==> config.mk <==
export PLATFORM = sky130hd
export DESIGN_NAME = int_rf_wb_arbiter
export DESIGN_NICKNAME = d
export VERILOG_FILES = /design/src/rtl/int_rf_pkg.sv /design/src/rtl/int_rf_wb_arbiter_rr_pick2.sv /design/src/rtl/int_rf_wb_arbiter.sv
export SDC_FILE = /design/constraint.sdc
export NUM_CORES = 1
export LEC_CHECK = 0
export ABC_AREA = 0
export CAP_MARGIN = 20
export CORE_MARGIN = 10
export CORE_UTILIZATION = 42
export CTS_CLUSTER_DIAMETER = 200
export DETAILED_ROUTE_END_ITERATION = 8
export PLACE_DENSITY = 0.79
export SYNTH_ARGS = -nofsm -noshare
export SYNTH_HDL_FRONTEND = slang
export SYNTH_SLANG_ARGS = --single-unit
==> constraint.sdc <==
create_clock -name clk -period 5.7 [get_ports clk]
set_clock_uncertainty 0.2 [all_clocks]
set_input_delay 1.14 -clock clk [delete_from_list [all_inputs] [get_ports clk]]
set_output_delay 1.14 -clock clk [all_outputs]
set_load 0.1 [all_outputs]
==> src/rtl/int_rf_pkg.sv <==
// Shared types and sizes for the integer register-file write-back arbiter.
package int_rf_pkg;

  localparam int NUM_WB_REQ = 4;
  localparam int REG_ADDR_W = 5;
  localparam int ROB_IDX_W  = 4;
  localparam int DATA_W     = 32;
  localparam int PTR_W      = $clog2(NUM_WB_REQ);

  typedef struct packed {
    logic                  valid;
    logic [REG_ADDR_W-1:0] wn;
    logic [DATA_W-1:0]     data;
    logic [ROB_IDX_W-1:0]  rob;
  } wb_req_t;

  function automatic logic [2:0] popcount4(input logic [3:0] v);
    return {2'b00, v[0]} + {2'b00, v[1]} + {2'b00, v[2]} + {2'b00, v[3]};
  endfunction

endpackage

==> src/rtl/int_rf_wb_arbiter_rr_pick2.sv <==
// Combinational two-grant round-robin picker; a second candidate writing the
// same register as the first is skipped so both ports never target one register.
module rr_pick2
  import int_rf_pkg::*;
(
  input  wb_req_t [NUM_WB_REQ-1:0] req_i,
  input  logic    [PTR_W-1:0]      ptr_i,
  output logic    [NUM_WB_REQ-1:0] grant_o,
  output logic                     a_vld_o,
  output logic    [PTR_W-1:0]      a_idx_o,
  output logic                     b_vld_o,
  output logic    [PTR_W-1:0]      b_idx_o,
  output logic                     conflict_o
);

  logic [PTR_W-1:0] idx;

  always_comb begin
    a_vld_o    = 1'b0;
    a_idx_o    = '0;
    b_vld_o    = 1'b0;
    b_idx_o    = '0;
    conflict_o = 1'b0;
    grant_o    = '0;
    idx        = '0;
    for (int k = 0; k < NUM_WB_REQ; k++) begin
      idx = ptr_i + PTR_W'(k);
      if (req_i[idx].valid) begin
        if (!a_vld_o) begin
          a_vld_o = 1'b1;
          a_idx_o = idx;
        end else if (!b_vld_o) begin
          if (req_i[idx].wn == req_i[a_idx_o].wn) begin
            conflict_o = 1'b1;
          end else begin
            b_vld_o = 1'b1;
            b_idx_o = idx;
          end
        end
      end
    end
    if (a_vld_o) grant_o[a_idx_o] = 1'b1;
    if (b_vld_o) grant_o[b_idx_o] = 1'b1;
  end

endmodule

==> src/rtl/int_rf_wb_arbiter.sv <==
// Write-back arbiter: up to four result producers onto two register-file write ports.
// Optional statistics counters are enabled with INT_RF_WB_ARB_STATS_EN.
module int_rf_wb_arbiter
  import int_rf_pkg::*;
(
  input  logic                             clk,
  input  logic                             rst,
  input  logic [NUM_WB_REQ-1:0]            req_valid,
  input  logic [NUM_WB_REQ*REG_ADDR_W-1:0] req_wn,
  input  logic [NUM_WB_REQ*DATA_W-1:0]     req_data,
  input  logic [NUM_WB_REQ*ROB_IDX_W-1:0]  req_rob,
  output logic [NUM_WB_REQ-1:0]            req_ready,
  input  logic                             flush,
  output logic                             wea,
  output logic [REG_ADDR_W-1:0]            wna,
  output logic [DATA_W-1:0]                dataina,
  output logic [ROB_IDX_W-1:0]             ROB_index_wta,
  output logic                             web,
  output logic [REG_ADDR_W-1:0]            wnb,
  output logic [DATA_W-1:0]                datainb,
  output logic [ROB_IDX_W-1:0]             ROB_index_wtb
`ifdef INT_RF_WB_ARB_STATS_EN
  ,
  output logic [31:0]                      stat_grants,
  output logic [31:0]                      stat_conflicts
`endif
);

  wb_req_t [NUM_WB_REQ-1:0] reqs;
  logic    [NUM_WB_REQ-1:0] grant;
  logic                     a_vld, b_vld, conflict;
  logic    [PTR_W-1:0]      a_idx, b_idx;
  logic                     arb_en, a_go, b_go;
  logic    [PTR_W-1:0]      ptr_q, ptr_d;

  logic                  wea_q, web_q;
  logic [REG_ADDR_W-1:0] wna_q, wnb_q;
  logic [DATA_W-1:0]     dataa_q, datab_q;
  logic [ROB_IDX_W-1:0]  roba_q, robb_q;

  always_comb begin
    for (int i = 0; i < NUM_WB_REQ; i++) begin
      reqs[i].valid = req_valid[i];
      reqs[i].wn    = req_wn[i*REG_ADDR_W +: REG_ADDR_W];
      reqs[i].data  = req_data[i*DATA_W +: DATA_W];
      reqs[i].rob   = req_rob[i*ROB_IDX_W +: ROB_IDX_W];
    end
  end

  rr_pick2 u_pick (
    .req_i      (reqs),
    .ptr_i      (ptr_q),
    .grant_o    (grant),
    .a_vld_o    (a_vld),
    .a_idx_o    (a_idx),
    .b_vld_o    (b_vld),
    .b_idx_o    (b_idx),
    .conflict_o (conflict)
  );

  // Flush and reset both suppress every handshake in the current cycle.
  assign arb_en    = ~flush & ~rst;
  assign req_ready = grant & {NUM_WB_REQ{arb_en}};
  assign a_go      = a_vld & arb_en;
  assign b_go      = b_vld & arb_en;

  always_comb begin
    ptr_d = ptr_q;
    if (flush)     ptr_d = '0;
    else if (b_go) ptr_d = b_idx + PTR_W'(1);
    else if (a_go) ptr_d = a_idx + PTR_W'(1);
  end

  always_ff @(posedge clk or posedge rst) begin
    if (rst) begin
      ptr_q   <= '0;
      wea_q   <= 1'b0;
      web_q   <= 1'b0;
      wna_q   <= '0;
      wnb_q   <= '0;
      dataa_q <= '0;
      datab_q <= '0;
      roba_q  <= '0;
      robb_q  <= '0;
    end else begin
      ptr_q <= ptr_d;
      // Register x0 is accepted but never written.
      wea_q <= a_go && (reqs[a_idx].wn != '0);
      web_q <= b_go && (reqs[b_idx].wn != '0);
      if (a_go) begin
        wna_q   <= reqs[a_idx].wn;
        dataa_q <= reqs[a_idx].data;
        roba_q  <= reqs[a_idx].rob;
      end
      if (b_go) begin
        wnb_q   <= reqs[b_idx].wn;
        datab_q <= reqs[b_idx].data;
        robb_q  <= reqs[b_idx].rob;
      end
    end
  end

  assign wea           = wea_q;
  assign wna           = wna_q;
  assign dataina       = dataa_q;
  assign ROB_index_wta = roba_q;
  assign web           = web_q;
  assign wnb           = wnb_q;
  assign datainb       = datab_q;
  assign ROB_index_wtb = robb_q;

`ifdef INT_RF_WB_ARB_STATS_EN
  logic [31:0] stat_grants_q, stat_conflicts_q;

  always_ff @(posedge clk or posedge rst) begin
    if (rst) begin
      stat_grants_q    <= '0;
      stat_conflicts_q <= '0;
    end else begin
      stat_grants_q    <= stat_grants_q + 32'(popcount4(req_ready));
      stat_conflicts_q <= stat_conflicts_q + 32'(conflict & arb_en);
    end
  end

  assign stat_grants    = stat_grants_q;
  assign stat_conflicts = stat_conflicts_q;
`endif

endmodule

# Word level (Yosys, flattened, before mapping)
# Cells that the tools add are included.
# word_totals
output_inout_bits	88
in_bits	171
ff_bits	86
wordCells	102
# op_classes
add_sub_neg	5
reduce_logical	7
muxes	60
order_cmp	11
n_bitwise	7
eq_ne	3
# op_table
operator	n
$bmux W42 S2	9
$mux W41	5
$mux W42	4
$mux W2	21
$lt A2 B3 Y1 const B	9
$mux W1	17
$eq A5 B5 Y1	3
$reduce_bool A5 Y1	2
$mux W4	2
$add A2 B1 Y2 const B	3
$add A2 B2 Y2 const B	2
$and A4 B4 Y4	1
$demux W1 S2	2
$ge A2 B1 Y1 const B	2
$logic_and A1 B1 Y1	4
$or A4 B4 Y4	1
$and A1 B1 Y1	3
$reduce_bool A3 Y1	1
$not A1 Y1	2

# Longest topological paths before layout
# Gate-level depths: netlist of the first run.
# depth
word_depth	24
mapped_depth	22

# Modules after synthesis
# From an unflattened synthesis of the first run, not the netlist that was laid out.
# hier_totals
cells_unflattened	624
area_unflattened_um2	7143.1
# by_module_without_submodules
mod	area_per_inst_um2	seq_area_each_um2	cells_per_inst	instances
int_rf_wb_arbiter	5233.8	2152.1	391	1
rr_pick2	1909.3	0.0	233	1

# Worst setup path before layout of the first run
# OpenSTA, ideal clock, no wires.
# synth_path
path_kind	input to output
start	input port req_valid[2]
end	output port req_ready[2]
path_buffers	3
cell_stages	17
arrival_ns	6.156
setup_slack_ns	-1.796
path_cell_list	clkbuf_1 > mux2_2 > nand2_1 > o21ai_1 > ha_1 > inv_1 > mux2i_1 > mux2_2 > mux4_2 > xnor2_1 > nand3_1 > o21ai_2 > o311ai_2 > inv_2 > buf_2 > buf_2 > o32ai_1
# synth_via
elab_chain_len	24
word_cells_on_any_way	64
cone_classes	order compare (4); eq/ne (3); mux (53); bitwise (2); reduce/logical (2)
# synth_lines
element	line_no	source
from (decl)	int_rf_wb_arbiter.sv:8	input logic [NUM_WB_REQ-1:0] req_valid,
$bmux W42 S2	int_rf_wb_arbiter_rr_pick2.sv:28	if (req_i[idx].valid) begin
$mux W42	-	
$mux W2	int_rf_wb_arbiter_rr_pick2.sv:28	
$bmux W42 S2	int_rf_wb_arbiter_rr_pick2.sv:33	if (req_i[idx].wn == req_i[a_idx_o].wn) begin
$mux W41 (not written as such)	int_rf_wb_arbiter_rr_pick2.sv:33	
$eq A5 B5 Y1	int_rf_wb_arbiter_rr_pick2.sv:33	
$mux W2	int_rf_wb_arbiter_rr_pick2.sv:33	
$mux W2	int_rf_wb_arbiter_rr_pick2.sv:29	if (!a_vld_o) begin
[... 8 more ...]	-	
$mux W2	int_rf_wb_arbiter_rr_pick2.sv:28	
$lt A2 B3 Y1 (not written as such) / $ge A2 B1 Y1 (equally long branches)	int_rf_wb_arbiter_rr_pick2.sv:43	if (b_vld_o) grant_o[b_idx_o] = 1'b1;
$logic_and A1 B1 Y1 (not written as such)	int_rf_wb_arbiter_rr_pick2.sv:43	
$mux W1 (not written as such)	int_rf_wb_arbiter_rr_pick2.sv:43	
$demux W1 S2	-	
$or A4 B4 Y4 (no source line)	-	
$mux W4 *	int_rf_wb_arbiter_rr_pick2.sv:43	
$and A4 B4 Y4 *	int_rf_wb_arbiter.sv:63	assign req_ready = grant & {NUM_WB_REQ{arb_en}};
to (decl)	int_rf_wb_arbiter.sv:12	output logic [NUM_WB_REQ-1:0] req_ready,
# Mark *: on every way between the ends. The rest lies on a longest branch, timed or not. The select of a mux whose other input is x is not followed.

# Worst setup path in the final report of the first run
# layout_path
start	input port req_valid[2]
end	output port req_ready[0]
# The elaborated chain is that of the path after synthesis.

==> results of run 1 <==
sequential cells by signal (all words and copies together) (netlist names):
signal and flops:
wna 5, web 1, datainb 32, ROB_index_wtb 4, wea 1, ptr_q 2, wnb 5, dataina 32
ROB_index_wta 4
cells by family after synthesis:
kind of cell,share of synthesized area [%]
xor+xnor,1.82
fa+ha+maj,0.311
simple gates,20.2
buf+inv,4.08
compound gates,11.1
mux,32.8
flops,29.7
worst register-to-register path: stages, from the launching register on:
cell and delay, ps:
dfrtp_1 630, mux2_4 370, nand2_4 80, o21ai_4 70, ha_4 190, inv_6 100, mux4_2 540, xnor2_2 150
nand4_1 130, o211ai_1 180, buf_4 160, a21boi_0 230, a31oi_2 150, o21ai_4 120, buf_4 280, mux4_2 540
or4_1 540, o21a_1 180
area by class of cell:
type	instances	share of cell area, %
repair buffers	332	28.9
inverters	7	0.293
flip-flops and latches	86	19.4
well taps	220	2.48
clock inverters	5	0.959
clock buffers	10	2.15
multi-input cells	697	45.8
layout by cell type (no fill, tap or decap), types with 6 or more instances in the layout:
master           synthesis  final
mux4_2                  30     30
buf_6                    0      6
mux2_2                  43     41
nand3_1                 43     43
dfrtp_1                 86     86
o211ai_1                 9      9
buf_12                   0      6
o21ai_0                 69     65
nand2_1                266    263
and3_1                   7      7
clkdlybuf4s50_1          0    250
mux2i_1                121    120
clkbuf_16                0      9
o21ai_1                 28     26
xnor2_1                 12     11
buf_4                    0     68
nor2_1                   8      7
per-layer routing:
metal  up-vias  routed length, um  part of all wire [%]
li1       3586                  -                     -
met1      3661              10500                    38
met2       366              13200                    48
met3        47               3050                    11
met4         2                776                   2.8
met5         -                 13                 0.047
per-stage QoR:
step	utilization (%)	instances	worst slack (ps)	instance area (um2)	setup TNS, ps
4_1_cts	65.5	1352	18.5	11000	0
6_report	66.2	1357	72.3	11100	0
2_1_floorplan	-	858	-471	7480	-1490
3_3_place_gp	63.3	1334	-435	10600	-3710
5_1_grt	66.2	1357	-102	11100	-291
3_5_place_dp	63.3	1334	-542	10600	-8700
path summary, 6_finish.rpt:
| kind | depth (start not counted) | slack (ps) | startpoint | to |
|---|---|---|---|---|
| min in group asynchronous | 2 | 1240 | rst | ROB_index_wta[3] |
| worst max register to register | 17 | 750 | ptr_q[0] | web |
| worst min register to register | 2 | 280 | dataina[1] | dataina[1] |
| worst max-delay path | 14 | 70 | req_valid[2] | req_ready[0] |
| worst min-delay path | 2 | 280 | dataina[1] | dataina[1] |
| max in group asynchronous | 3 | 3000 | rst | dataina[1] |
what timing repair did:
action,in CTS,in global routing
gates cloned,0,0
pin swaps,10,10
buffers inserted,4,7
endpoints found under the hold margin,0,0
resized for setup,24,20
endpoints found under the setup margin,5,4
==> flow_summary.toml, run 1 <==
[outcome]
status = "finished, final reports clean"

[global_routing]
grt_busiest_layer = "met2"
grt_pass1_wl_um = 42000
grt_pass1_vias = 7682
gr-total-overflow = 0
antenna_found_initial = 1
grt_max_degree = 62
grt.met3_usage_pct = 9.61
grtUsageTotal_pct = 23.3
gr-usage-met1_pct = 26.7
grt_util_met2_pct = 38.2

[yosys]
yosys.area.top_type = "dfrtp_1"
syn_area_mm2 = 0.00724
yosysMostFrequentCell = "nand2_1"
synthFlopType = "dfrtp_1"
seq_area_frac_synth_pct = 29.7
yosys_warnings = 0
netlist.area_leader.share_pct = 29.7
synth_edf_count = 0
synth_cells = 858
synth_area_per_cell_um2 = 8.43
ys_types = 53
synthArstFlopShare_pct = 100
synth-seq-cells = 86
synth.area.top_cells = "dfrtp_1 30%, mux2i_1 17%, nand2_1 14%"
synth_nets = 1030
yosys-top-cells-count = "266 x nand2_1, 121 x mux2i_1, 86 x dfrtp_1"

[sta]
slew_violations = 0
relSlewSlack_pct = 28.3
tightest_slew_ps = 1070
fmax_ghz = 0.178
min_period_ps = 5630
fin_crit_sh_pct = 98.7
hold_violations = 0
setup_viol = 0
rsz0062_at_grt = "yes"
hold_slack_ps = 279

[detailed_routing]
routed_wirelength_um = 27500
via_per_inst = 5.65
routedWlPerCell_um = 20.3
firstDrtPassIters = 5
remaining_drc_errors = 0
vias = 7662
drtIter0Drc = 490
postRouteAntennaNets = 0

[critical_path]
startpoint_type = "primary input"
cp.required_ps = 4360
critical-path-max-stage-delay_ps = 540
path_max_fanout = 7
cp_cell_sequence = "buf_12, buf_6, mux4_2, mux2i_4, mux2_4, mux4_2, xnor2_1, nand3_1, o21ai_4, a311oi_4, buf_4, nand2b_4, o32ai_4, buf_12"
path_delay_family = "multiplexers"
arrival_ps = 4290
crit_slowest_cell = "mux4_2"
critical_path_class = "in -> out"
crit_path_end_kind = "primary output"
path_buf_inv = 4

[clock_tree]
worstSkewPairLatency_ps = 340
clock-root-buffer = "clkbuf_16"
htreeDepth = 3
path_clk_slew_ps = 60
cts_tree = "done"
cts_made_buffers = 9
numClockSinks = 86
cts_buffer_depth = 2
cts_hold_buf = 0

[final_layout]
multi_input_area_mm2 = 0.00508
area_growth_pct = 53.3
nFillCells = 1355
diodes = 0
regArea_mm2 = 0.00215
drive_gt1_share_pct = 18.0
nets = 1305

[die]
rows = 47
chipHeight_um = 151
dieArea_mm2 = 0.0229
die_w_um = 151
pin_count = 259
start_util_pct = 43.2
coreArea_mm2 = 0.0168

[job]
maxCapViolations = 0

[place]
gp_congestion = 0.882
dp_hpwl_um = 21000
port_buffers = 258

[worst_hold_path]
hp-class = "reg -> reg"
Power of run 1 is not shown: default switching activity piles up to over one toggle a cycle in this logic, so the estimate is an artifact.
==> run 2: changes to the inputs <==
Settings changed: GPL_TIMING_DRIVEN set to 0.
==> flow_summary.toml, run 2 (synthesis results as in run 1) <==
[place]
dpl_cell_area_mm2 = 0.0104
dp_cells = 1337
gp_congestion = 0.957
dp_hpwl_um = 23300
place_ws_ps = -2510
port_buffers = 258

[critical_path]
startpoint_type = "primary input"
path_max_fanout = 6
critical_path_class = "in -> out"
cp.required_ps = 4360
arrival_ps = 4520
r2r_start = "ptr_q[0]"
crit_path_end_kind = "primary output"
startpoint = "req_valid[2]"

[detailed_routing]
via_per_inst = 5.74
drtIter0Drc = 578
vias = 7924
firstDrtPassIters = 7
routedWlPerCell_um = 22.2
routed_wirelength_um = 30700
postRouteAntennaNets = 0
remaining_drc_errors = 0

[final_layout]
drive_gt1_share_pct = 15.3
layout_commonest_cell = "nand2_1"
nFillCells = 1377
fin_cells = 1381
layout_common_cells = "264 x nand2_1, 250 x clkdlybuf4s50_1, 120 x mux2i_1, 85 x dfrtp_1, 66 x o21ai_0"
multi_input_area_mm2 = 0.00506
nets = 1326
regArea_mm2 = 0.00215
fin_area_mm2 = 0.0110
area_growth_pct = 52.6

[sta]
hold_slack_ps = 286
relSlewSlack_pct = 21.9
fin_crit_sh_pct = 103
fmax_ghz = 0.171
rsz0062_at_grt = "yes"
min_period_ps = 5860
setup_viol = 4
tightest_slew_ps = 1170
slew_violations = 0
finalWorstSetupSlack_ps = -163
hold_violations = 0

[global_routing]
grt_pass1_vias = 8177
grtUsageTotal_pct = 26.4
antenna_found_initial = 4
grt_pass1_wl_um = 46800
gr-total-overflow = 0
grt_max_degree = 47

[die]
rows = 47
dieArea_mm2 = 0.0229
coreArea_mm2 = 0.0168
start_util_pct = 43.2
pin_count = 259
chipHeight_um = 151
die_w_um = 151

[clock_tree]
cts_buffer_depth = 2
path_clk_slew_ps = 60
worstSkewPairLatency_ps = 350
clock-root-buffer = "clkbuf_16"
htreeDepth = 3
cts_tree = "done"
numClockSinks = 86
cts_made_buffers = 9

[job]
maxCapViolations = 0

[worst_hold_path]
hp-start = "dataina[11]"
hp-class = "reg -> reg"

[outcome]
failed_checks = "negative setup slack"
status = "complete, but fails checks"
[run 2: cell types whose count changed in the layout (fill, tap and decap cells not counted), moves of 3 or more]
| cell | previous run | this run |
|---|---|---|
| clkbuf_8 | 1 | 4 |
| buf_2 | 2 | 8 |
| buf_4 | 68 | 28 |
| xnor2_2 | 1 | 4 |
| buf_1 | 0 | 14 |
| xnor2_1 | 11 | 8 |
| clkbuf_1 | 0 | 36 |
[run 2: what timing repair did]
item                                    CTS  global route
hold buffers                              0             0
pin swaps                                15            10
buffers inserted                         25             4
gates cloned                              0             0
endpoints found under the setup margin   48             4
resized for setup                        90             9
[run 2: cell type report]
type | instances | area share, %
Multi-Input combinational cell | 697 | 45.8
Inverter | 7 | 0.351
Tap cell | 220 | 2.49
Antenna cell | 2 | 0.0453
Timing Repair Buffer | 288 | 26.0
Sequential cell | 86 | 19.5
Clock buffer | 10 | 2.07
Buffer | 65 | 3.18
Clock inverter | 6 | 0.555
[run 2: layer usage]
metal | track usage [%] | share of wire [%] | vias up
li1 | - | - | 3627
met1 | 30.3 | 37 | 3812
met2 | 44.4 | 49 | 407
met3 | 8.77 | 11 | 72
met4 | 10.2 | 3.4 | 6
met5 | 0 | 0.15 | -
[run 2: path summary, 6_finish.rpt]
path / to / slack, ps / cells past startpoint
min in group asynchronous: dataina[31] / 1140 / 2
min reg2reg: dataina[11] / 290 / 2
max in group asynchronous: wnb[0] / 3530 / 3
min: dataina[11] / 290 / 2
max reg2reg: web / 400 / 21
max: req_ready[2] / -160 / 18
[run 2: stage by stage]
| step | utilization [%] | TNS, ps |
|---|---|---|
| 6_report | 65.9 | -621 |
| 5_1_grt | 65.9 | -961 |
| 2_1_floorplan | - | -1490 |
| 4_1_cts | 65.7 | -614 |
| 3_5_place_dp | 61.9 | -40720 |
| 3_3_place_gp | 61.7 | -39780 |
[run 2: critical path: stages]
cell and delay (ps):
buf_8 100, clkbuf_16 130, mux2_4 300, nand2_8 70
o21ai_4 60, ha_4 190, inv_8 80, mux4_2 530
xnor2_2 180, nand4_1 140, o211ai_1 280, buf_4 190
buf_6 90, a21bo_4 220, o311ai_4 320, inv_4 100
o32ai_4 170, buf_12 220
Power of run 2 is left out for the same reason.
